--- src/rtl/watchdog_pkg.sv ---
// Shared types and field positions for the watchdog output path.
package watchdog_pkg;

  typedef enum logic [0:0] {IDLE = 1'b0, SEND = 1'b1} stream_state_t;

  localparam int OB_MODE_HI = 7;
  localparam int OB_MODE_LO = 5;
  localparam int OB_MARK    = 4;
  localparam int OB_NIB_HI  = 3;
  localparam int NIB_W      = 4;

  // Counter width helper: never narrower than one bit.
  function automatic int clog2_min1(input int n);
    return (n <= 1) ? 1 : $clog2(n);
  endfunction

endpackage

--- src/rtl/output_streamer.sv ---
// Captures an NWORDS x W frame plus mode tag and streams it as tagged nibble
// bytes over a valid/ready port, MSB nibble of word 0 first.
module output_streamer
  import watchdog_pkg::*;
#(
  parameter int W      = 32,
  parameter int NWORDS = 2
) (
  input  logic              clk,
  input  logic              rst,
  input  logic              start,
  input  logic              abort,
  input  logic [2:0]        mode,
  input  logic [NWORDS*W-1:0] words,
  input  logic              out_ready,
  output logic              out_valid,
  output logic [7:0]        out_byte,
  output logic              busy,
  output logic              done
);

  localparam int NIB   = W / NIB_W;
  localparam int BEATS = NWORDS * NIB;
  localparam int FW    = NWORDS * W;
  localparam int BW    = clog2_min1(BEATS);
  localparam int NW    = clog2_min1(NIB);
  localparam logic [BW-1:0] LAST_BEAT = BW'(BEATS - 1);
  localparam logic [NW-1:0] LAST_NIB  = NW'(NIB - 1);

  stream_state_t  state;
  logic [FW-1:0]  frame;
  logic [FW-1:0]  frame_in;
  logic [2:0]     cur_mode;
  logic [BW-1:0]  beat_cnt;
  logic [NW-1:0]  nib_cnt;
  logic           done_q;

  // Word 0 goes to the top of the shift register so it leaves first.
  always_comb begin
    frame_in = '0;
    for (int k = 0; k < NWORDS; k++)
      frame_in[(NWORDS-1-k)*W +: W] = words[k*W +: W];
  end

  always_ff @(posedge clk) begin
    if (rst) begin
      state    <= IDLE;
      frame    <= '0;
      cur_mode <= '0;
      beat_cnt <= '0;
      nib_cnt  <= '0;
      done_q   <= 1'b0;
    end else begin
      done_q <= 1'b0;
      case (state)
        IDLE: if (start) begin
          frame    <= frame_in;
          cur_mode <= mode;
          beat_cnt <= '0;
          nib_cnt  <= '0;
          state    <= SEND;
        end
        SEND: if (abort) begin
          state <= IDLE;
        end else if (out_ready) begin
          frame    <= frame << NIB_W;
          beat_cnt <= beat_cnt + 1'b1;
          nib_cnt  <= (nib_cnt == LAST_NIB) ? '0 : nib_cnt + 1'b1;
          if (beat_cnt == LAST_BEAT) begin
            state  <= IDLE;
            done_q <= 1'b1;
          end
        end
        default: state <= IDLE;
      endcase
    end
  end

  assign out_valid = (state == SEND);
  assign busy      = (state == SEND);
  assign done      = done_q;

  always_comb begin
    out_byte = '0;
    if (state == SEND) begin
      out_byte[OB_MODE_HI:OB_MODE_LO] = cur_mode;
      out_byte[OB_MARK]               = (nib_cnt == '0);
      out_byte[OB_NIB_HI:0]           = frame[FW-1 -: NIB_W];
    end
  end

endmodule

--- config.mk ---
export PLATFORM = sky130hd
export DESIGN_NAME = output_streamer
export DESIGN_NICKNAME = d
export VERILOG_FILES = /design/src/rtl/watchdog_pkg.sv /design/src/rtl/output_streamer.sv
export SDC_FILE = /design/constraint.sdc
export NUM_CORES = 1
export LEC_CHECK = 0
export CAP_MARGIN = 30
export CELL_PAD_IN_SITES_DETAIL_PLACEMENT = 0
export CELL_PAD_IN_SITES_GLOBAL_PLACEMENT = 2
export CORE_UTILIZATION = 26
export DETAILED_ROUTE_END_ITERATION = 10
export DONT_BUFFER_PORTS = 1
export PLACE_DENSITY_LB_ADDON = 0.1
export SETUP_SLACK_MARGIN = 0.02
export SYNTH_ARGS = -nofsm -noshare
export SYNTH_HDL_FRONTEND = slang
export SYNTH_SLANG_ARGS = --single-unit
export TNS_END_PERCENT = 50
--- constraint.sdc ---
create_clock -name clk -period 1.5 [get_ports clk]
set_input_delay 0.225 -clock clk [delete_from_list [all_inputs] [get_ports clk]]
set_output_delay 0.225 -clock clk [all_outputs]
set_load 0.02 [all_outputs]
==> flow_metrics.py, run 1 <==
metrics = {
    "setup_path": {
        "worst_setup_path_start_kind": "register",
        "required_ns": 1.27,
        "crit_type": "register to output port",
        "slowest_stage": "dfxtp_4",
        "crit_chain": "buf_4, and2_2",
        "worstSetupEndpointType": "output port",
        "cp.arrival_ns": 1.19,
        "cp_max_fo": 7,
        "slowest_delay_ns": 0.40,
    },
    "power": {
        "ir_worst_vdd_mv": 0.378,
        "power.density_nw_per_um2": 1240,
        "p_leak_nw": 1.55,
    },
    "sta": {
        "rsz0062_at_grt": "yes",
        "fin_worst_skew_ns": 0.00685,
        "layout_min_cycle_time_ns": 1.41,
        "fin_crit_sh": 0.943,
        "relSlewSlack": 0.591,
        "max_freq_mhz": 707,
        "tns_ns": 0,
        "max_slew.worst_pin.slew_ns": 0.611,
        "hold_violations": 0,
        "final-max-slew-violation-count": 0,
        "setup_viol": 0,
    },
    "run": {
        "maxCapViolations": 0,
    },
    "yosys": {
        "synth_seq_cells": 76,
        "ys_types": 27,
        "synth_fp_nets": 439,
        "synthCells": 363,
        "synth_seq_area_share": 0.439,
        "netlist_area_um2": 3460,
        "yosys_warnings": 0,
        "synth.avg_cell_area_um2": 9.54,
    },
    "drt": {
        "routed_wl_um": 10000,
        "num_vias": 2699,
        "via_per_inst": 5.09,
        "route.detailed.drc": 0,
        "post_drt_wl_per_cell_um": 18.9,
        "first_pass_iters": 4,
        "antenna_left": 0,
        "drt-initial-drc-count": 148,
    },
    "cts": {
        "cts_max_level": 3,
        "clk_latency_ns": 0.34,
        "cts_tree": "built",
        "clk_pin_slew_worst_paths_ns": 0.05,
        "clkSinkCount": 76,
        "clock_path_buffers": 2,
        "cts_root_buf": "clkbuf_16",
        "cts_made_buffers": 9,
    },
    "die": {
        "rows": 41,
        "dieWidth_um": 117,
        "dieHeight_um": 117,
        "dieArea_um2": 13800,
        "core_um2": 12800,
        "io_pins": 83,
        "floorplan.initialDensity": 0.270,
    },
    "placement": {
        "gp_congestion": 0.677,
        "place_inst": 509,
        "dp_hpwl_um": 5800,
        "port_buffers": 0,
    },
    "worst_hold_path": {
        "hold_class": "input port to register",
    },
    "global_route": {
        "antenna_found_initial": 0,
        "overflow": 0,
        "globalRouteTotalUtil": 0.149,
        "grt_max_degree": 49,
        "first_global_vias": 2736,
        "grt_first_pass_wirelength_um": 15800,
    },
    "final_layout": {
        "num_antenna_cells": 0,
        "layout_common_cells": "dfxtp_1, a21oi_1, o31ai_1",
        "stdcell_count": 530,
        "register_area_um2": 1530,
        "multi_input_area_um2": 1750,
        "syn2layout_area_growth_pct": 17.8,
        "nNetsFinal": 430,
        "final_common_cell": "dfxtp_1",
        "drive_gt1_frac": 0.115,
        "fill_cells": 1359,
    },
    "status": {
        "outcome": "finished clean",
    },
}
==> metrics by stage <==
step	total power, W	setup WS, ns	util	cell area (um^2)	hold WS (ns)
after global routing	0.00534	0.0180	0.318	4080	0.0120
after CTS	0.00516	0.0237	0.318	4070	0.0119
after floorplan	0.00281	0.0301	-	3460	0.361
after global placement	0.00298	0.176	0.287	3690	0.293
after detailed placement	0.00298	0.158	0.287	3690	0.293
final	0.00507	0.0860	0.318	4080	0.0286
==> metal layers <==
metal	global-route usage	part of all wire	wire [um]	vias to the layer above
li1	-	-	-	1335
met2	0.220	0.44	4410	55
met4	0.0666	0.016	158	0
met1	0.198	0.49	4890	1298
met5	0	0	0	-
met3	0.0452	0.056	560	11
==> final timing paths <==
check	end	cells past startpoint	from	slack (ns)
worst max register to register	beat_cnt[3]	4	busy	0.12
worst min-delay path	cur_mode[2]	2	mode[2]	0.03
worst max-delay path	out_byte[5]	2	busy	0.09
worst min register to register	cur_mode[2]	2	cur_mode[2]	0.45
==> layout make-up <==
type,count,share of cell area
tap,172,0.0527
inverter,3,0.00276
clock buffer,14,0.0675
clock inverter,1,0.00123
sequential,76,0.374
multi-input combinational,244,0.428
timing repair buffer,20,0.0739
==> Yosys cell counts <==
| cell type | instances | share of area |
|---|---|---|
| nand3_1 | 9 | 0.013 |
| a21oi_1 | 71 | 0.10 |
| ha_1 | 4 | 0.014 |
| or4_1 | 1 | 0.0022 |
| nand2_1 | 14 | 0.015 |
| mux2i_1 | 60 | 0.17 |
| nand4b_1 | 1 | 0.0025 |
| dfxtp_1 | 76 | 0.44 |
| nand2b_1 | 1 | 0.0018 |
| and2_1 | 7 | 0.013 |
| o31ai_1 | 62 | 0.13 |
| clkbuf_1 | 19 | 0.021 |
| buf_2 | 11 | 0.016 |
| clkinv_1 | 1 | 0.0011 |
| inv_1 | 2 | 0.0022 |
| xor2_1 | 1 | 0.0025 |
| nand3b_1 | 2 | 0.0043 |
| or3_1 | 1 | 0.0018 |
| nand4_1 | 2 | 0.0036 |
| a211oi_1 | 1 | 0.0022 |
| nor2_1 | 1 | 0.0011 |
| nor2b_1 | 1 | 0.0018 |
| buf_4 | 10 | 0.022 |
| o21ai_0 | 1 | 0.0014 |
| nor3_1 | 2 | 0.0029 |
| nand3b_2 | 1 | 0.0033 |
| and3b_1 | 1 | 0.0025 |
==> flip-flops by register name, indices dropped and copies added (netlist names) <==
register	flops
beat_cnt	4
busy	1
cur_mode	3
done	1
frame	64
nib_cnt	3
==> critical path, delay by kind of cell, from the launching register on <==
family,cells,cell delay (ns)
flip-flops,1,0.40
buffers and inverters,1,0.23
AND/OR/NAND/NOR,1,0.23
==> cell families after synthesis <==
kind of cell	synth area share
simple gates	0.0686
fa+ha+maj	0.0144
xor+xnor	0.00253
flops	0.439
compound gates	0.241
buf+inv	0.0614
mux	0.173
==> report_power, final <==
group / switching (W) / internal (W)
logic: 0.000384 / 0.000320
clock network: 0.000818 / 0.00126
registers: 0.0000966 / 0.00219
total: 0.00130 / 0.00377
==> timing repair <==
action	4_1_cts	5_1_grt
endpoints found under the hold margin	16	0
resized for setup	2	4
cloned	2	0
buffers inserted	3	0
setup endpoints to repair	8	14
pin swaps	0	0
hold buffers	1	0
No activity file was read; power rests on OpenSTA's default activity.
==> run 2: changes to the inputs <==
SKIP_CTS_REPAIR_TIMING = 1   (was unset)
==> run 2 against run 1 <==
Against the previous run:
- sequential share of layout area rose by 0.18 points
- non-clock buffer count did not move
- register-to-register slack improved by 0.02 ns
- clock skew fell by 0.0011 ns
- total power fell by 0.35%
- critical endpoint is now out_byte[3]
- largest power group unchanged
==> flow_metrics.py, run 2 (synthesis results as in run 1) <==
metrics = {
    "final_layout": {
        "reg_top3": "frame x64, beat_cnt x4",
        "fill_cells": 1360,
        "largest_register_ffs": 64,
        "layout_common_cells": "dfxtp_1, a21oi_1, o31ai_1",
        "syn2layout_area_growth_pct": 17.2,
        "final_common_cell": "dfxtp_1",
        "final_util": 0.317,
        "regMostFlops": "frame",
        "stdcell_count": 530,
        "drive_gt1_frac": 0.123,
        "num_antenna_cells": 0,
        "nNetsFinal": 430,
    },
    "sta": {
        "hold_violations": 0,
        "layout_min_cycle_time_ns": 1.46,
        "fin_crit_sh": 0.972,
        "max_slew.worst_pin.slew_ns": 0.615,
        "setup_viol": 0,
        "timing.hold.ws_ns": 0.0285,
        "final-max-slew-violation-count": 0,
        "max_freq_mhz": 686,
        "rsz0062_at_grt": "yes",
        "fin_worst_skew_ns": 0.00579,
        "relSlewSlack": 0.589,
        "fin_ws_ns": 0.0425,
    },
    "setup_path": {
        "required_ns": 1.27,
        "worst_setup_path_start_kind": "register",
        "crit_type": "register to output port",
        "worstSetupEndpointType": "output port",
        "worstRegToRegCells": 4,
        "regToRegSetupSlack_ns": 0.14,
        "worstReg2RegEnd": "nib_cnt[0]",
        "cp.arrival_ns": 1.23,
        "cp_max_fo": 32,
        "worst_r2r_startpoint": "nib_cnt[0]",
    },
    "cts": {
        "clk_latency_ns": 0.34,
        "clk_pin_slew_worst_paths_ns": 0.05,
        "cts_made_buffers": 9,
        "clkSinkCount": 76,
        "cts_tree": "built",
        "clock_path_buffers": 2,
        "cts_max_level": 3,
        "cts_root_buf": "clkbuf_16",
    },
    "power": {
        "swShare": 0.256,
        "power.total_w": 0.00505,
        "p_sw_w": 0.00129,
        "p_leak_nw": 1.54,
        "combinationalPowerShare": 0.136,
        "power.density_nw_per_um2": 1240,
        "clkPwrFrac": 0.411,
        "p_int_w": 0.00375,
        "ir_worst_vdd_mv": 0.375,
        "seqPwrFrac": 0.454,
    },
    "die": {
        "rows": 41,
        "io_pins": 83,
        "dieArea_um2": 13800,
        "dieWidth_um": 117,
        "dieHeight_um": 117,
        "core_um2": 12800,
        "floorplan.initialDensity": 0.270,
    },
    "global_route": {
        "first_global_vias": 2702,
        "globalRouteTotalUtil": 0.143,
        "grt_first_pass_wirelength_um": 15200,
        "antenna_found_initial": 0,
        "grt_max_degree": 49,
        "overflow": 0,
    },
    "drt": {
        "via_per_inst": 5.10,
        "antenna_left": 0,
        "num_vias": 2705,
        "first_pass_iters": 4,
        "drt-initial-drc-count": 158,
        "routed_wl_um": 9880,
        "post_drt_wl_per_cell_um": 18.6,
        "route.detailed.drc": 0,
    },
    "status": {
        "outcome": "finished clean",
    },
    "worst_hold_path": {
        "holdPathStages": 2,
        "hold_end": "cur_mode[2]",
        "hold_start": "mode[2]",
        "hold_class": "input port to register",
    },
    "placement": {
        "place_ws_ns": 0.158,
        "port_buffers": 0,
        "gp_congestion": 0.677,
        "place_inst": 509,
        "dp_hpwl_um": 5800,
    },
    "run": {
        "maxCapViolations": 0,
    },
}
-- run 2: area by class of cell --
class	instances	area (um^2)	area share
clock inverters	1	5.00	0.00123
well taps	172	215	0.0530
flip-flops and latches	76	1530	0.376
repair buffers	20	273	0.0672
clock buffers	14	275	0.0678
inverters	3	11.3	0.00277
multi-input cells	244	1760	0.432
-- run 2: worst max path at each step --
stage	startpoint	to	slack, ns	depth (start not counted)
after floorplan	busy	out_byte[4]	0.03	4
after global placement	nib_cnt[0]	nib_cnt[0]	0.18	4
after detailed placement	nib_cnt[0]	nib_cnt[0]	0.16	4
after CTS	busy	out_byte[4]	-0.12	4
after global routing	busy	out_byte[0]	-0.007	2
final	busy	out_byte[3]	0.04	2
-- run 2: per-layer routing --
| layer | part of all wire | global-route usage | up-vias |
|---|---|---|---|
| li1 | - | - | 1339 |
| met1 | 0.49 | 0.188 | 1288 |
| met2 | 0.43 | 0.209 | 67 |
| met3 | 0.062 | 0.0457 | 11 |
| met4 | 0.016 | 0.0666 | 0 |
| met5 | 0 | 0 | - |
-- run 2: through the flow --
stage,cell area (um^2),TNS [ns]
global placement,3690,0
global route,4060,-0.0108
detailed placement,3690,0
CTS,3970,-0.292
finish,4060,0
floorplan,3460,0
-- run 2: power groups by stage --
stage / logic [W] / clock network [W] / registers (W)
after global placement: 0.000650 / 0 / 0.00233
after detailed placement: 0.000651 / 0 / 0.00233
final: 0.000684 / 0.00207 / 0.00229
after CTS: 0.000655 / 0.00216 / 0.00229
after global routing: 0.000750 / 0.00226 / 0.00231
after floorplan: 0.000508 / 0 / 0.00230
-- run 2: worst max-delay path: stages, from the launching register on --
cell	delay (ns)
dfxtp_4	0.42
buf_16	0.24
and2_4	0.22
==> run 3: changes to the inputs <==
CAP_MARGIN = 10   (was 30)
GPL_TIMING_DRIVEN = 1   (was unset)
==> results of run 3 <==
Same layout as run 2: the final DEF is identical, and so are final timing and power.
